[config.mk]
export PLATFORM = sky130hd
export DESIGN_NAME = boot_loader_ctrl_flat
export DESIGN_NICKNAME = d
export VERILOG_FILES = /design/src/rtl/boot_loader_ctrl_pkg.sv /design/src/rtl/boot_loader_ctrl_if.sv /design/src/rtl/boot_loader_ctrl_mem_mux.sv /design/src/rtl/boot_loader_ctrl.sv /design/src/flat_wrapper.sv
export SDC_FILE = /design/constraint.sdc
export NUM_CORES = 1
export LEC_CHECK = 0
export ABC_CLOCK_PERIOD_IN_PS = 2800
export CORE_ASPECT_RATIO = 1.75
export CORE_MARGIN = 4
export CORE_UTILIZATION = 47
export DETAILED_ROUTE_END_ITERATION = 10
export PLACE_DENSITY = 0.79
export SETUP_SLACK_MARGIN = 0.02
export SYNTH_ARGS = -nofsm -noshare
export SYNTH_HDL_FRONTEND = slang
export SYNTH_HIERARCHICAL = 1
export SYNTH_SLANG_ARGS = --single-unit
[constraint.sdc]
create_clock -name clock -period 2.8 [get_ports clock]
set_clock_uncertainty 0.1 [all_clocks]
set_input_delay 0.7 -clock clock [delete_from_list [all_inputs] [get_ports clock]]
set_output_delay 0.7 -clock clock [all_outputs]
set_load 0.005 [all_outputs]
[src/rtl/boot_loader_ctrl_pkg.sv]
// Shared definitions for the boot loader: header opcodes, FSM state
// encoding and helpers that pull the opcode and start address out of a
// header word.
package boot_pkg;

  localparam logic [1:0] OP_IMEM_WR = 2'b00;
  localparam logic [1:0] OP_DMEM_WR = 2'b01;
  localparam logic [1:0] OP_GO      = 2'b10;
  localparam logic [1:0] OP_RSVD    = 2'b11;

  typedef enum logic [2:0] {
    IDLE    = 3'd0,
    LEN     = 3'd1,
    DATA    = 3'd2,
    CSUM    = 3'd3,
    RELEASE = 3'd4,
    RUN     = 3'd5,
    ERROR   = 3'd6
  } boot_state_t;

  // Widest header the helpers can handle; callers zero-extend into it.
  localparam int HDR_MAX_W = 64;

  // Opcode lives in the top two bits of a data_w-bit header.
  function automatic logic [1:0] hdr_opcode(input logic [HDR_MAX_W-1:0] hdr,
                                            input int data_w);
    logic [HDR_MAX_W-1:0] sh;
    sh = hdr >> (data_w - 2);
    return sh[1:0];
  endfunction

  // Start address is the low addr_w bits; everything else is ignored.
  function automatic logic [HDR_MAX_W-1:0] hdr_addr(input logic [HDR_MAX_W-1:0] hdr,
                                                    input int addr_w);
    logic [HDR_MAX_W-1:0] mask;
    mask = ~({HDR_MAX_W{1'b1}} << addr_w);
    return hdr & mask;
  endfunction

endpackage

[src/rtl/boot_loader_ctrl_if.sv]
// Host word stream (valid/ready) carrying boot headers and payload.
// The host drives through the master modport, the loader through slave.
interface boot_loader_ctrl_if #(
  parameter int DATA_W = 16
);
  logic              s_valid;
  logic              s_ready;
  logic [DATA_W-1:0] s_data;

  modport master (output s_valid, output s_data, input s_ready);
  modport slave  (input s_valid, input s_data, output s_ready);
endinterface

[src/rtl/boot_loader_ctrl_mem_mux.sv]
// Port selector for one memory: boot write registers while loading,
// combinational pass-through of the CPU request once the CPU runs.
module boot_mem_mux #(
  parameter int ADDR_W = 8,
  parameter int DATA_W = 16
) (
  input  logic              run_i,
  input  logic [ADDR_W-1:0] boot_addr_i,
  input  logic              boot_we_i,
  input  logic [DATA_W-1:0] boot_din_i,
  input  logic [ADDR_W-1:0] cpu_addr_i,
  input  logic              cpu_we_i,
  input  logic [DATA_W-1:0] cpu_din_i,
  output logic [ADDR_W-1:0] mem_addr_o,
  output logic              mem_we_o,
  output logic [DATA_W-1:0] mem_din_o
);

  // CPU write enables are dropped until run_i, since the CPU is in reset.
  always_comb begin
    mem_addr_o = run_i ? cpu_addr_i : boot_addr_i;
    mem_we_o   = run_i ? cpu_we_i   : boot_we_i;
    mem_din_o  = run_i ? cpu_din_i  : boot_din_i;
  end

endmodule

[src/rtl/boot_loader_ctrl.sv]
// Boot loader: consumes header/length/payload words from a host stream,
// writes them into instruction ROM or data RAM, then releases CPU reset
// RELEASE_CYCLES clocks after a GO header.
// Optional build macro BOOT_CHECKSUM_EN adds a trailing checksum word
// after every payload (sum of header+length+payload+checksum must be 0).
module boot_loader_ctrl
  import boot_pkg::*;
#(
  parameter int ADDR_W         = 8,
  parameter int DATA_W         = 16,
  parameter int RELEASE_CYCLES = 3
) (
  input  logic               clock,
  input  logic               reset_n,
  boot_loader_ctrl_if.slave  s,
  output logic               cpu_reset,
  output logic               boot_busy,
  output logic               boot_error,
  input  logic [ADDR_W-1:0]  cpu_imem_addr,
  input  logic               cpu_imem_we,
  input  logic [DATA_W-1:0]  cpu_imem_din,
  input  logic [ADDR_W-1:0]  cpu_dmem_addr,
  input  logic               cpu_dmem_we,
  input  logic [DATA_W-1:0]  cpu_dmem_din,
  output logic [ADDR_W-1:0]  imem_addr,
  output logic               imem_we,
  output logic [DATA_W-1:0]  imem_din,
  output logic [ADDR_W-1:0]  dmem_addr,
  output logic               dmem_we,
  output logic [DATA_W-1:0]  dmem_din
);

  generate
    if (DATA_W < ADDR_W + 2) begin : g_width_check
      $error("boot_loader_ctrl: DATA_W must be >= ADDR_W+2");
    end
    if (RELEASE_CYCLES < 1) begin : g_release_check
      $error("boot_loader_ctrl: RELEASE_CYCLES must be >= 1");
    end
  endgenerate

  localparam int REL_W = (RELEASE_CYCLES > 1) ? $clog2(RELEASE_CYCLES) : 1;

`ifdef BOOT_CHECKSUM_EN
  localparam boot_state_t PAYLOAD_END = CSUM;
`else
  localparam boot_state_t PAYLOAD_END = IDLE;
`endif

  boot_state_t       state_q, state_d;
  logic [ADDR_W-1:0] addr_q, addr_d;       // next write address
  logic              tgt_dmem_q, tgt_dmem_d; // 0: instruction ROM, 1: data RAM
  logic [DATA_W-1:0] remain_q, remain_d;   // payload words still expected
  logic [REL_W-1:0]  rel_q, rel_d;         // clocks spent in RELEASE
  logic              bw_imem_we_q, bw_imem_we_d;
  logic              bw_dmem_we_q, bw_dmem_we_d;
  logic [ADDR_W-1:0] bw_addr_q, bw_addr_d;
  logic [DATA_W-1:0] bw_din_q, bw_din_d;
`ifdef BOOT_CHECKSUM_EN
  logic [DATA_W-1:0] sum_q, sum_d;
  logic [DATA_W-1:0] sum_final;
`endif

  logic              accept;
  logic [1:0]        hdr_op;
  logic [ADDR_W-1:0] hdr_start;
  logic              running;

  assign s.s_ready = (state_q == IDLE) || (state_q == LEN) ||
                     (state_q == DATA) || (state_q == CSUM);
  assign accept    = s.s_valid && s.s_ready;
  assign hdr_op    = hdr_opcode(HDR_MAX_W'(s.s_data), DATA_W);
  assign hdr_start = ADDR_W'(hdr_addr(HDR_MAX_W'(s.s_data), ADDR_W));
`ifdef BOOT_CHECKSUM_EN
  assign sum_final = sum_q + s.s_data;
`endif

  assign running    = (state_q == RUN);
  assign cpu_reset  = !running;
  assign boot_busy  = !running;
  assign boot_error = (state_q == ERROR);

  // Next-state: header decode, payload sequencing and release countdown.
  always_comb begin
    state_d      = state_q;
    addr_d       = addr_q;
    tgt_dmem_d   = tgt_dmem_q;
    remain_d     = remain_q;
    rel_d        = rel_q;
    bw_imem_we_d = 1'b0;
    bw_dmem_we_d = 1'b0;
    bw_addr_d    = bw_addr_q;
    bw_din_d     = bw_din_q;
`ifdef BOOT_CHECKSUM_EN
    sum_d        = sum_q;
`endif
    case (state_q)
      IDLE: if (accept) begin
`ifdef BOOT_CHECKSUM_EN
        sum_d = s.s_data;
`endif
        case (hdr_op)
          OP_IMEM_WR: begin tgt_dmem_d = 1'b0; addr_d = hdr_start; state_d = LEN; end
          OP_DMEM_WR: begin tgt_dmem_d = 1'b1; addr_d = hdr_start; state_d = LEN; end
          OP_GO:      begin rel_d = '0; state_d = RELEASE; end
          default:    state_d = ERROR;
        endcase
      end
      LEN: if (accept) begin
        remain_d = s.s_data;
        state_d  = (s.s_data == '0) ? PAYLOAD_END : DATA;
`ifdef BOOT_CHECKSUM_EN
        sum_d    = sum_q + s.s_data;
`endif
      end
      DATA: if (accept) begin
        bw_imem_we_d = !tgt_dmem_q;
        bw_dmem_we_d = tgt_dmem_q;
        bw_addr_d    = addr_q;
        bw_din_d     = s.s_data;
        addr_d       = addr_q + ADDR_W'(1);
        remain_d     = remain_q - DATA_W'(1);
        if (remain_q == DATA_W'(1)) state_d = PAYLOAD_END;
`ifdef BOOT_CHECKSUM_EN
        sum_d        = sum_q + s.s_data;
`endif
      end
`ifdef BOOT_CHECKSUM_EN
      CSUM: if (accept) begin
        state_d = (sum_final == '0) ? IDLE : ERROR;
      end
`endif
      RELEASE: begin
        if (rel_q == REL_W'(RELEASE_CYCLES - 1)) state_d = RUN;
        else rel_d = rel_q + REL_W'(1);
      end
      RUN:     state_d = RUN;
      ERROR:   state_d = ERROR;
      default: state_d = ERROR;
    endcase
  end

  // State and boot write registers; reset aborts any load in progress.
  always_ff @(posedge clock or negedge reset_n) begin
    if (!reset_n) begin
      state_q      <= IDLE;
      addr_q       <= '0;
      tgt_dmem_q   <= 1'b0;
      remain_q     <= '0;
      rel_q        <= '0;
      bw_imem_we_q <= 1'b0;
      bw_dmem_we_q <= 1'b0;
      bw_addr_q    <= '0;
      bw_din_q     <= '0;
`ifdef BOOT_CHECKSUM_EN
      sum_q        <= '0;
`endif
    end else begin
      state_q      <= state_d;
      addr_q       <= addr_d;
      tgt_dmem_q   <= tgt_dmem_d;
      remain_q     <= remain_d;
      rel_q        <= rel_d;
      bw_imem_we_q <= bw_imem_we_d;
      bw_dmem_we_q <= bw_dmem_we_d;
      bw_addr_q    <= bw_addr_d;
      bw_din_q     <= bw_din_d;
`ifdef BOOT_CHECKSUM_EN
      sum_q        <= sum_d;
`endif
    end
  end

  boot_mem_mux #(.ADDR_W(ADDR_W), .DATA_W(DATA_W)) u_imem_mux (
    .run_i       (running),
    .boot_addr_i (bw_addr_q),
    .boot_we_i   (bw_imem_we_q),
    .boot_din_i  (bw_din_q),
    .cpu_addr_i  (cpu_imem_addr),
    .cpu_we_i    (cpu_imem_we),
    .cpu_din_i   (cpu_imem_din),
    .mem_addr_o  (imem_addr),
    .mem_we_o    (imem_we),
    .mem_din_o   (imem_din)
  );

  boot_mem_mux #(.ADDR_W(ADDR_W), .DATA_W(DATA_W)) u_dmem_mux (
    .run_i       (running),
    .boot_addr_i (bw_addr_q),
    .boot_we_i   (bw_dmem_we_q),
    .boot_din_i  (bw_din_q),
    .cpu_addr_i  (cpu_dmem_addr),
    .cpu_we_i    (cpu_dmem_we),
    .cpu_din_i   (cpu_dmem_din),
    .mem_addr_o  (dmem_addr),
    .mem_we_o    (dmem_we),
    .mem_din_o   (dmem_din)
  );

endmodule

[src/flat_wrapper.sv]
// flat-port wrapper written by rule: the top's interface ports become plain ports
module boot_loader_ctrl_flat import boot_pkg::*;
#(
  parameter int ADDR_W         = 8,
  parameter int DATA_W         = 16,
  parameter int RELEASE_CYCLES = 3
)
  (clock, reset_n, cpu_reset, boot_busy, boot_error, cpu_imem_addr, cpu_imem_we, cpu_imem_din, cpu_dmem_addr, cpu_dmem_we, cpu_dmem_din, imem_addr, imem_we, imem_din, dmem_addr, dmem_we, dmem_din, s_s_valid, s_s_data, s_s_ready);
  boot_loader_ctrl_if #(.DATA_W(DATA_W)) s_i ();
  input  logic clock;
  input  logic reset_n;
  output logic cpu_reset;
  output logic boot_busy;
  output logic boot_error;
  input  logic [ADDR_W-1:0] cpu_imem_addr;
  input  logic cpu_imem_we;
  input  logic [DATA_W-1:0] cpu_imem_din;
  input  logic [ADDR_W-1:0] cpu_dmem_addr;
  input  logic cpu_dmem_we;
  input  logic [DATA_W-1:0] cpu_dmem_din;
  output logic [ADDR_W-1:0] imem_addr;
  output logic imem_we;
  output logic [DATA_W-1:0] imem_din;
  output logic [ADDR_W-1:0] dmem_addr;
  output logic dmem_we;
  output logic [DATA_W-1:0] dmem_din;
  input wire logic [$bits(s_i.s_valid)-1:0] s_s_valid;
  input wire logic [$bits(s_i.s_data)-1:0] s_s_data;
  output wire logic [$bits(s_i.s_ready)-1:0] s_s_ready;
  assign s_i.s_valid = s_s_valid;
  assign s_i.s_data = s_s_data;
  assign s_s_ready = s_i.s_ready;
  boot_loader_ctrl #(.ADDR_W(ADDR_W), .DATA_W(DATA_W), .RELEASE_CYCLES(RELEASE_CYCLES)) u_core (.clock(clock), .reset_n(reset_n), .s(s_i), .cpu_reset(cpu_reset), .boot_busy(boot_busy), .boot_error(boot_error), .cpu_imem_addr(cpu_imem_addr), .cpu_imem_we(cpu_imem_we), .cpu_imem_din(cpu_imem_din), .cpu_dmem_addr(cpu_dmem_addr), .cpu_dmem_we(cpu_dmem_we), .cpu_dmem_din(cpu_dmem_din), .imem_addr(imem_addr), .imem_we(imem_we), .imem_din(imem_din), .dmem_addr(dmem_addr), .dmem_we(dmem_we), .dmem_din(dmem_din));
endmodule
# After elaboration in Yosys (flattened, before gate mapping)
# Index checks and enable logic that the tools add are counted.
dict set report totals {
  inputBits 69
  output_inout_bits 54
  register_bits 56
  wordCells 80
}
dict set report classes {
  reduce_logical 20
  muxes 30
  n_addsub 3
  n_eq_ne 18
}
# cell count
set op_table {}
lappend op_table {{16-bit two-way mux} 4}
lappend op_table {{8-bit two-way mux} 5}
lappend op_table {{16-bit case mux with 2 select lines} 1}
lappend op_table {{16-bit by 1-bit == test with 1-bit output, second input constant} 1}
lappend op_table {{16-bit zero test} 1}
lappend op_table {{8-bit case mux with 2 select lines} 1}
lappend op_table {{16-bit by 1-bit subtractor with 16-bit output, second input constant} 1}
lappend op_table {{3-bit two-way mux} 5}
lappend op_table {{3-bit case mux with 5 select lines} 1}
lappend op_table {{3-bit == test, second input constant} 3}
lappend op_table {{8-bit by 1-bit adder with 8-bit output, second input constant} 1}
lappend op_table {{2-bit two-way mux} 4}
lappend op_table {{2-bit by 1-bit != test with 1-bit output, second input constant} 4}
lappend op_table {{2-bit != test, second input constant} 4}
lappend op_table {{4-bit AND reduction} 2}
lappend op_table {{2-bit nonzero test} 4}
lappend op_table {{3-bit by 2-bit == test with 1-bit output, second input constant} 2}
lappend op_table {{1-bit two-way mux} 6}
lappend op_table {{3-bit case mux with 2 select lines} 1}
lappend op_table {{3-bit AND reduction} 2}
lappend op_table {{5-bit AND reduction} 1}
lappend op_table {{2-bit == test, second input constant} 2}
lappend op_table {{2-bit case mux with 2 select lines} 1}
lappend op_table {{3-bit by 1-bit == test with 1-bit output, second input constant} 1}
lappend op_table {{other kinds (10)} 13}

# Longest topological paths before layout
dict set report logic_depth {
  depth_word 7
  depth_mapped 8
  mapped_depth_nobuf 6
}

# Modules after synthesis
# Netlist, hierarchy kept.
# module instances area_each_um2 cells_each
set by_module_without_submodules {}
lappend by_module_without_submodules {boot_loader_ctrl 1 2895.3 285}
lappend by_module_without_submodules {boot_mem_mux 2 407.9 28}

# Worst setup path after synthesis
# Ideal clock, no wire load.
dict set report synth_path {
  path_kind {register to output}
  from {reg u_core.state_q[0]}
  to {out dmem_addr[1]}
  path_stages_with_launch 9
  slack_ns 0.267
  required_time_ns 2.000
  arrival_ns 1.733
  path_buffers 4
  cell_sequence {dfrtp_1 clkbuf_1 clkbuf_1 nor2b_1 nand2_1 inv_1 buf_6 buf_12 mux2_4}
}
dict set report synth_between {
  elab_chain_len 2
}
# element line_no
set synth_lines {}
lappend synth_lines {{start, declared} boot_loader_ctrl.sv:50} ;# boot_state_t state_q, state_d;
lappend synth_lines {{start signal, assigned} boot_loader_ctrl.sv:159} ;# state_q <= state_d;
lappend synth_lines {{3-bit == test} boot_loader_ctrl.sv:78} ;# assign running = (state_q == RUN);
lappend synth_lines {{via u_core.running} boot_loader_ctrl.sv:67} ;# logic running;
lappend synth_lines {{8-bit two-way mux} boot_loader_ctrl_mem_mux.sv:21} ;# mem_addr_o = run_i ? cpu_addr_i : boot_addr_i;
lappend synth_lines {{end, declared} flat_wrapper.sv:24} ;# output logic [ADDR_W-1:0] dmem_addr;
# The timed path passes the listed nets, and every way through them passes these cells.

# Worst setup path in the final report
dict set report layout_path {
  from {reg u_core.state_q[1]}
  to {out dmem_addr[3]}
}
# The elaborated chain is that of the path after synthesis.

==> results.cfg <==
[power_and_ir_drop]
seqPwrFrac_pct = 50.8
switching_power_uw = 343.3
clock_power_share_pct = 39.0
p_total_mw = 1.615
powerDensity_nw_per_um2 = 303.9
peakVddDrop_uv = 327.3
p_int_mw = 1.272
sw_frac_of_total_pct = 21.26
total_leakage_power_nw = 2.702
p_comb_share_pct = 10.1

[logic_synthesis]
ys_seq_area_share_pct = 37.76
synth_area_leader_cell = dfrtp_1
synth_async_sr_flop_share_pct = 100.0
synth_cell_type_count = 54
mappedNetlistNets = 414
dominantRegCellSynth = dfrtp_1
yosys-top-cells-area = dfrtp_1 38%, mux2_4 16%, mux2_2 10%
syn_area_um2 = 3711
ys_warn_count = 6
syn_area_per_cell_um2 = 10.88
synth-edff-count = 0
synth_top_area_share_pct = 37.76
ys_seq_elements = 56
synth_cells = 341

[floorplan]
die_area_um2 = 9438
die_h_um = 125.6
start_util_pct = 48.70
pin_count = 123
placement_rows = 42
design.core.area_um2 = 7620
die_x_um = 75.17

[timing]
drv_slew = 0
rsz0062_at_grt = true
worst_pin_slew_ns = 0.5705
max_freq_ghz = 0.3631
fin_ws_ns = 0.04598
period_share_pct = 98.36
period_needed_ns = 2.754
finalHoldViolCount = 0
timing.slew.headroom_pct = 61.67
finalSetupViolations = 0

[clocking]
cts_root_buf = clkbuf_16
h-tree-depth = 2
cts_made_buffers = 5
cts_tree = built
clk_path_buf_depth = 2
cts_num_sinks = 56
cts_hold_buf = 0
path_clk_slew_ns = 0.07
clock_latency_ns = 0.30

[global_routing]
grt_antenna_before_repair = 0
grt_pass1_wl_mm = 16.51
grt_pass1_vias = 3257
grtUsageTotal_pct = 22.03
grt_overflow_total = 0
grt_max_degree = 57

[place]
pre_cts_ws_ns = 0.1555
port_buffers = 122
place_hpwl_mm = 7.673
dp.cells = 543
gp_congestion = 0.8739

[setup_path]
cp_max_fo = 9
r2r-end = u_core/remain_q[12]$_DFFE_PN0P_
reg2reg_setup_slack_ns = 0.34
ff2ff_path_depth = 6
path_class = reg2out
endpoint_kind = primary output
worst_ep_required_time_ns = 2.00
reg2reg_from = u_core/remain_q[0]$_DFFE_PN0P_
cp.arrival_ns = 1.95
startpoint_type = register

[layout]
fill_cells = 555
instances_no_fill = 569
syn2layout_area_growth_pct = 43.22
n_antenna_cell = 0
final_util_pct = 69.75
layout.nets = 553
final_layout_size_suffix_gt1_share_pct = 25.78

[routing]
vias_per_cell = 5.933
top_layer = met4
wl_met1_mm = 3.941
wl_met2_mm = 6.020
ant_nets = 0
wire_per_inst_um = 19.18
drt-initial-drc-count = 188
drcViolationCount = 0
drt-total-wl_mm = 10.91
vias = 3376
firstDrtPassIters = 6
dr_wl_met3_um = 803

[worst_hold_path]
hp-class = in2async

[flow_run]
cap_violations = 0

[outcome]
status = completed
## final cells by class
cell class	instances	area [um2]	area share (%)
multi-input combinational	252	2077	39.08
inverter	8	32.53	0.6121
timing repair buffer	157	1548	29.12
clock buffer	8	146.4	2.754
sequential	56	1401	26.37
tap	88	110.1	2.072
## power by group through the flow
stage          clock network [mW]  logic, mW  registers, mW
2_1_floorplan                   0     0.0233          0.834
3_3_place_gp                    0      0.159          0.835
3_5_place_dp                    0      0.162          0.836
4_1_cts                     0.636      0.164          0.820
5_1_grt                     0.671      0.176          0.821
6_report                    0.631      0.164          0.821
## cells by family (layout without fill, tap and decap cells)
family	count (synthesis)	after routing	share of synthesized area [%]
mux	74	74	26.47
simple gates	98	98	14.63
fa+ha+maj	4	4	1.349
compound gates	75	75	13.15
buf+inv	33	173	6.406
xor+xnor	1	1	0.2361
flops	56	56	37.76
## through the flow
stage | instance area [um2] | hold WS, ns | TNS [ns]
global route | 5315 | 0.3118 | -0.002555
floorplan | 3711 | 0.3044 | 0
finish | 5315 | 0.2768 | 0
detailed placement | 4987 | 0.3503 | 0
CTS | 5152 | 0.3092 | -0.04142
global placement | 4987 | 0.3315 | 0
## registers in the layout, indices dropped and copies added, names as in the netlist
signal,flops
u_core/addr_q,8
u_core/bw_dmem_we_q,1
u_core/bw_addr_q,8
u_core/state_q,3
u_core/rel_q,2
u_core/bw_din_q,16
u_core/bw_imem_we_q,1
u_core/tgt_dmem_q,1
u_core/remain_q,16
## synthesized netlist by cell type (all sizes together), types with 2 or more instances
master / n
mux2: 73
dfrtp: 56
o21ai: 21
clkbuf: 18
nand2: 17
nor2: 17
a21oi: 16
nand3: 13
nor4: 11
nor3: 10
a22oi: 8
inv: 8
buf: 7
o211ai: 6
ha: 4
nand4: 4
a2bb2oi: 3
a31oi: 3
and3: 3
nor3b: 3
o2bb2ai: 3
o311ai: 3
or3: 3
or4: 3
and2: 2
nand2b: 2
nand3b: 2
o22a: 2
o22ai: 2
or3b: 2
or4b: 2
## per-layer routing
layer / GRT usage, % / vias up
li1: - / 1570
met1: 26.24 / 1655
met2: 40.08 / 138
met3: 2.811 / 13
met4: 5.973 / 0
met5: 0 / -
## critical path, cell delays in order (launching register included)
cell           delay, ns
dfrtp_1             0.38
nor2b_1             0.13
nand2_1             0.13
inv_4               0.14
buf_6               0.14
clkbuf_16           0.16
mux2_4              0.30
dlygate4sd2_1       0.27
## timing repair
action,4_1_cts,5_1_grt
buffers inserted,6,11
gates cloned,0,1
endpoints found under the setup margin,49,22
pin swaps,0,1
resized for setup,36,20
## worst max-delay path by stage
stage                             startpoint      endpoint
4_1_cts        u_core/state_q[1]$_DFFE_PN0P_   imem_din[8]
3_3_place_gp                cpu_dmem_addr[0]  dmem_addr[0]
2_1_floorplan  u_core/state_q[0]$_DFFE_PN0P_  dmem_addr[1]
3_5_place_dp                cpu_dmem_addr[0]  dmem_addr[0]
5_1_grt        u_core/state_q[1]$_DFFE_PN0P_  dmem_addr[3]
6_report       u_core/state_q[1]$_DFFE_PN0P_  dmem_addr[3]
## placed cells by master (no fill, tap or decap), types with 4 or more instances in the layout
cell,n
clkdlybuf4s50_1,73
dfrtp_1,56
mux2_4,40
mux2_2,33
dlygate4sd2_1,32
buf_4,26
o21ai_0,21
nand2_1,17
nor2_1,17
dlymetal6s2s_1,16
a21oi_1,16
nand3_1,13
nor4_1,11
nor3_1,9
a22oi_1,8
inv_1,7
clkbuf_16,6
o211ai_1,6
buf_6,5
nand4_1,4
ha_1,4
No activity file was read; power rests on OpenSTA's default activity.
